`src/rtl/serial_subtractor_pkg.sv`:
```
// Shared types and constants for the bit-serial subtractor.
// Holds the FSM state encoding and the default width/counter sizing.
package serial_subtractor_pkg;

    localparam int SUB_WIDTH = 4;
    localparam int SUB_CNT_W = $clog2(SUB_WIDTH);

    typedef enum logic [1:0] {
        IDLE  = 2'd0,
        SHIFT = 2'd1,
        DONE  = 2'd2
    } sub_state_e;

endpackage

```
`src/rtl/full_subtractor_bit.sv`:
```
// One-bit full subtractor: d = a - b - bin, bout is the borrow out.
// Purely combinational; reused once per clock by the serial loop.
module full_subtractor_bit (
    input  logic a,
    input  logic b,
    input  logic bin,
    output logic d,
    output logic bout
);

    // difference and borrow from the full-subtractor truth table
    always_comb begin
        d    = a ^ b ^ bin;
        bout = (~a & b) | (~(a ^ b) & bin);
    end

endmodule

```
`src/rtl/serial_subtractor.sv`:
```
// Bit-serial subtractor: B = Sum - A mod 2^WIDTH, one bit per clock, LSB first.
// Optional macro BORROW_OUT_EN exposes the registered final borrow as a port.
module serial_subtractor
    import serial_subtractor_pkg::*;
#(
    parameter int WIDTH = SUB_WIDTH
) (
    input  logic             clk,
    input  logic             rst_n,
    input  logic             in_valid,
    output logic             in_ready,
    input  logic [WIDTH-1:0] Sum,
    input  logic [WIDTH-1:0] A,
    output logic             out_valid,
    input  logic             out_ready,
    output logic [WIDTH-1:0] B
`ifdef BORROW_OUT_EN
    ,
    output logic             borrow
`endif
);

    localparam int CW = $clog2(WIDTH);

    sub_state_e state_q, state_d;

    logic [WIDTH-1:0] sum_q, sum_d;
    logic [WIDTH-1:0] a_q, a_d;
    logic [WIDTH-1:0] res_q, res_d;
    logic [WIDTH-1:0] b_q, b_d;
    logic [CW-1:0]    cnt_q, cnt_d;
    logic             bin_q, bin_d;
`ifdef BORROW_OUT_EN
    logic             bo_q, bo_d;
`endif

    logic d_w;
    logic bout_w;
    logic last_w;

    full_subtractor_bit u_fsb (
        .a    (sum_q[0]),
        .b    (a_q[0]),
        .bin  (bin_q),
        .d    (d_w),
        .bout (bout_w)
    );

    assign last_w = (cnt_q == CW'(WIDTH - 1));

    // state register
    always_ff @(posedge clk or negedge rst_n) begin
        if (!rst_n) begin
            state_q <= IDLE;
        end else begin
            state_q <= state_d;
        end
    end

    // next-state: accept in IDLE, count bits in SHIFT, wait for drain in DONE
    always_comb begin
        state_d = state_q;
        unique case (state_q)
            IDLE:    if (in_valid)  state_d = SHIFT;
            SHIFT:   if (last_w)    state_d = DONE;
            DONE:    if (out_ready) state_d = IDLE;
            default: state_d = IDLE;
        endcase
    end

    // handshake outputs decoded straight from the state flops
    always_comb begin
        in_ready  = (state_q == IDLE);
        out_valid = (state_q == DONE);
    end

    // datapath next-state: capture, shift one bit per cycle, publish on last bit
    always_comb begin
        sum_d = sum_q;
        a_d   = a_q;
        res_d = res_q;
        b_d   = b_q;
        cnt_d = cnt_q;
        bin_d = bin_q;
`ifdef BORROW_OUT_EN
        bo_d  = bo_q;
`endif
        unique case (state_q)
            IDLE: begin
                if (in_valid) begin
                    sum_d = Sum;
                    a_d   = A;
                    cnt_d = '0;
                    bin_d = 1'b0;
                end
            end
            SHIFT: begin
                sum_d = sum_q >> 1;
                a_d   = a_q >> 1;
                res_d = {d_w, res_q[WIDTH-1:1]};
                bin_d = bout_w;
                cnt_d = cnt_q + 1'b1;
                if (last_w) begin
                    b_d = {d_w, res_q[WIDTH-1:1]};
`ifdef BORROW_OUT_EN
                    bo_d = bout_w;
`endif
                end
            end
            default: ;
        endcase
    end

    // datapath registers
    always_ff @(posedge clk or negedge rst_n) begin
        if (!rst_n) begin
            sum_q <= '0;
            a_q   <= '0;
            res_q <= '0;
            b_q   <= '0;
            cnt_q <= '0;
            bin_q <= 1'b0;
        end else begin
            sum_q <= sum_d;
            a_q   <= a_d;
            res_q <= res_d;
            b_q   <= b_d;
            cnt_q <= cnt_d;
            bin_q <= bin_d;
        end
    end

`ifdef BORROW_OUT_EN
    // published final borrow, held alongside B
    always_ff @(posedge clk or negedge rst_n) begin
        if (!rst_n) begin
            bo_q <= 1'b0;
        end else begin
            bo_q <= bo_d;
        end
    end

    assign borrow = bo_q;
`endif

    assign B = b_q;

endmodule

```
`config.mk`:
```
export PLATFORM = sky130hd
export DESIGN_NAME = serial_subtractor
export DESIGN_NICKNAME = d
export VERILOG_FILES = /design/src/rtl/serial_subtractor_pkg.sv /design/src/rtl/full_subtractor_bit.sv /design/src/rtl/serial_subtractor.sv
export SDC_FILE = /design/constraint.sdc
export NUM_CORES = 1
export LEC_CHECK = 0
export CAP_MARGIN = 20
export CORE_UTILIZATION = 25
export DETAILED_ROUTE_END_ITERATION = 6
export GPL_TIMING_DRIVEN = 0
export PLACE_DENSITY_LB_ADDON = 0.08
export SKIP_LAST_GASP = 1
export SYNTH_ARGS = -nofsm -noshare
export SYNTH_HDL_FRONTEND = slang
export SYNTH_SLANG_ARGS = --single-unit
```
`constraint.sdc`:
```
create_clock -name clk -period 1.2 [get_ports clk]
set_clock_uncertainty 0.15 [all_clocks]
set_input_delay 0.36 -clock clk [delete_from_list [all_inputs] [get_ports clk]]
set_output_delay 0.36 -clock clk [all_outputs]
set_load 0.01 [all_outputs]
```
==> metrics <==
Vias=about 760; unrepaired setup endpoints after global routing=yes; PD cells=2760 nW/µm²; Post-Syn Nets=slightly above 90; Nets=approximately 140; PortBufs=16; Setup TNS=-5.75 ns; gr usage total=around an eighth; Starting Density=approximately 27%; Final Cell Area=1470 µm²; max-slew violations=0; leading area contributor after synthesis=dfrtp_1; Ant. Diodes=0; CP Data Arrival Time=~1.1 ns; root buffer cell=clkbuf_4; # IOs=18; CTS Buf Count=3; Die Height=62.6 µm; outcome=finished, violations left; Worst EP required=0.69 ns; fin crit share=133%; Placed Area=1150 µm²; Worst slew margin=between 30% and 40%; synthesized area per cell=11.8 µm²; flops & latches, synth=20; core area=roughly 3400 µm²; total wire length=around 2200 µm; top cell type's share of synthesized area=54.5%; cell area after synthesis=918 µm²; worst-margin pin slew=between 0.9 and 1 ns; Hold Crit Class=primary input to async pin; Final Wtd Congestion=just under 0.7; Ys Warns=0; Pre-antenna DRT Iters=2; WL/cell=13.2 µm; Detailed Place HPWL=1310 µm; die width=62.6 µm; sequential area share after synthesis=between 50 and 60%; Max Cap Violations=0; hold_buf cts=0; crit-path max FO=3; largest net degree at the start of global routing=21; setup slack at placement=-0.529 ns; row count=21; P_leak=0.675 nW; most common cell after layout, fill and taps aside=dfrtp_1; worst setup margin=-0.400 ns; post-layout util=between 40% and 50%; Routed Antenna Nets=0; total power=around 0.004 W; clock period minus worst slack=~1.6 ns; clock sink count=20; failing checks=negative setup slack; GRT Residual Overflow=0; largest cells by area after synthesis=dfrtp_1 54%, o22ai_1 6.8%, mux2_4 6.5%; Layout area overhead=59.7%; crit end category=output port; layout cells sized above 1=between 40% and 50%; initial detailed-routing violation count=3; Max Clock Freq=about 0.63 GHz; cell count after synthesis=slightly below 80; Final Hold Vio Count=0; commonest non-fill, non-tap cells in the layout=20 x dfrtp_1, 15 x buf_4, 10 x buf_6, 9 x clkdlybuf4s50_1, 7 x o21ai_1; die area=roughly 4000 µm²; Netlist cell types=25; Avg Vias per Cell=roughly 4.5; H-tree levels=1; vias in the first global route=between 700 and 800; first-pass GRT wire length=3650 µm; VDD IR-drop max=just over 800 µV; final setup fails=26; TritonCTS clock tree=built; maximum clock insertion buffer count=2; Clock Pin Slew Worst Setup and Hold Paths=0.13 ns; Worst setup SP type=flip-flop; initial antenna violation count=0; DRC=0; clock insertion delay at the later pin of the skew report=slightly above 0.3 ns; kind of critical path=flip-flop to output port; filler instances=345
area by class of cell:
class,count,area (µm²),share of cell area (%)
Clock buffer,4,36.3,2.47
Sequential cell,20,500,34.1
Multi-Input combinational cell,51,444,30.3
Inverter,3,21.3,1.45
Tap cell,46,57.6,3.92
Timing Repair Buffer,39,364,24.8
Buffer,4,42.5,2.90
sequential cells by signal, indices dropped and copies added, names as in the netlist:
register / cells
res_q: 3
B: 4
state_q: 2
bin_q: 1
sum_q: 4
a_q: 4
cnt_q: 2
path summary, 6_finish.rpt:
check                                       start                     end  cells past startpoint  slack (ns)
setup / recovery           state_q[0]$_DFFE_PN0P_               out_valid                      3       -0.40
hold / removal                              rst_n  state_q[1]$_DFFE_PN0P_                      1        0.13
setup reg to reg           state_q[0]$_DFFE_PN0P_    res_q[2]$_DFFE_PN0P_                      6       -0.33
hold reg to reg              cnt_q[0]$_DFFE_PN0P_    cnt_q[0]$_DFFE_PN0P_                      1        0.37
max in group asynchronous                   rst_n      a_q[0]$_DFFE_PN0P_                      1        0.20
min in group clk             cnt_q[0]$_DFFE_PN0P_    cnt_q[0]$_DFFE_PN0P_                      1        0.37
critical path: stages, from the launching register on:
cell	delay, ns
dfrtp_1	0.43
buf_6	0.15
nor2_4	0.10
buf_6	0.10
what timing repair did:
| item | 4_1_cts | 5_1_grt |
|---|---|---|
| pin swaps | 11 | 5 |
| cloned | 1 | 0 |
| buffers inserted | 16 | 6 |
| resized for setup | 47 | 12 |
| endpoints found under the setup margin | 41 | 26 |
logic make-up (layout without fill, tap and decap cells):
logic type | after synthesis | in the layout | synth area share (%)
mux | 5 | 5 | 7.77
simple gates | 16 | 16 | 10.4
buf+inv | 7 | 50 | 5.45
fa+ha+maj | 2 | 2 | 3.54
compound gates | 28 | 28 | 18.4
flops | 20 | 20 | 54.5
stage by stage:
stage          std cells  hold slack (ns)
3_5_place_dp         140            0.344
2_1_floorplan         78          -0.0856
6_report             167            0.129
4_1_cts              161            0.175
5_1_grt              167            0.195
3_3_place_gp         140            0.326
routing by layer:
layer / wire length, µm / part of all wire (%) / global-route usage (%)
met5: 0 / 0 / 0
met2: 1060 / 48 / 19.2
met3: 79 / 3.6 / 2.19
met1: 1040 / 47 / 16.3
met4: 12 / 0.55 / 3.49
Yosys cell counts:
| cell | count |
|---|---|
| or2_1 | 1 |
| nor2_1 | 4 |
| nand3b_4 | 1 |
| buf_2 | 1 |
| o21ai_1 | 1 |
| nand2_1 | 5 |
| o22ai_1 | 10 |
| nand3b_1 | 1 |
| o21ai_0 | 7 |
| a21oi_1 | 6 |
| dfrtp_1 | 20 |
| o221a_1 | 1 |
| nor2b_1 | 1 |
| nor2_2 | 1 |
| mux2_2 | 1 |
| ha_1 | 1 |
| nand2b_2 | 1 |
| nand2b_1 | 1 |
| fa_1 | 1 |
| inv_2 | 1 |
| a22o_1 | 2 |
| buf_6 | 3 |
| mux2_4 | 4 |
| o31ai_1 | 1 |
| inv_1 | 2 |
power by group:
| group | leakage (nW) | switching (W) | total (W) | internal (W) |
|---|---|---|---|---|
| Clock | 0.0210 | 0.000218 | 0.000403 | 0.000185 |
| Sequential | 0.245 | 0.000221 | 0.00122 | 0.00100 |
| Combinational | 0.409 | 0.000968 | 0.00243 | 0.00146 |
(Power assumes the default switching activity.)
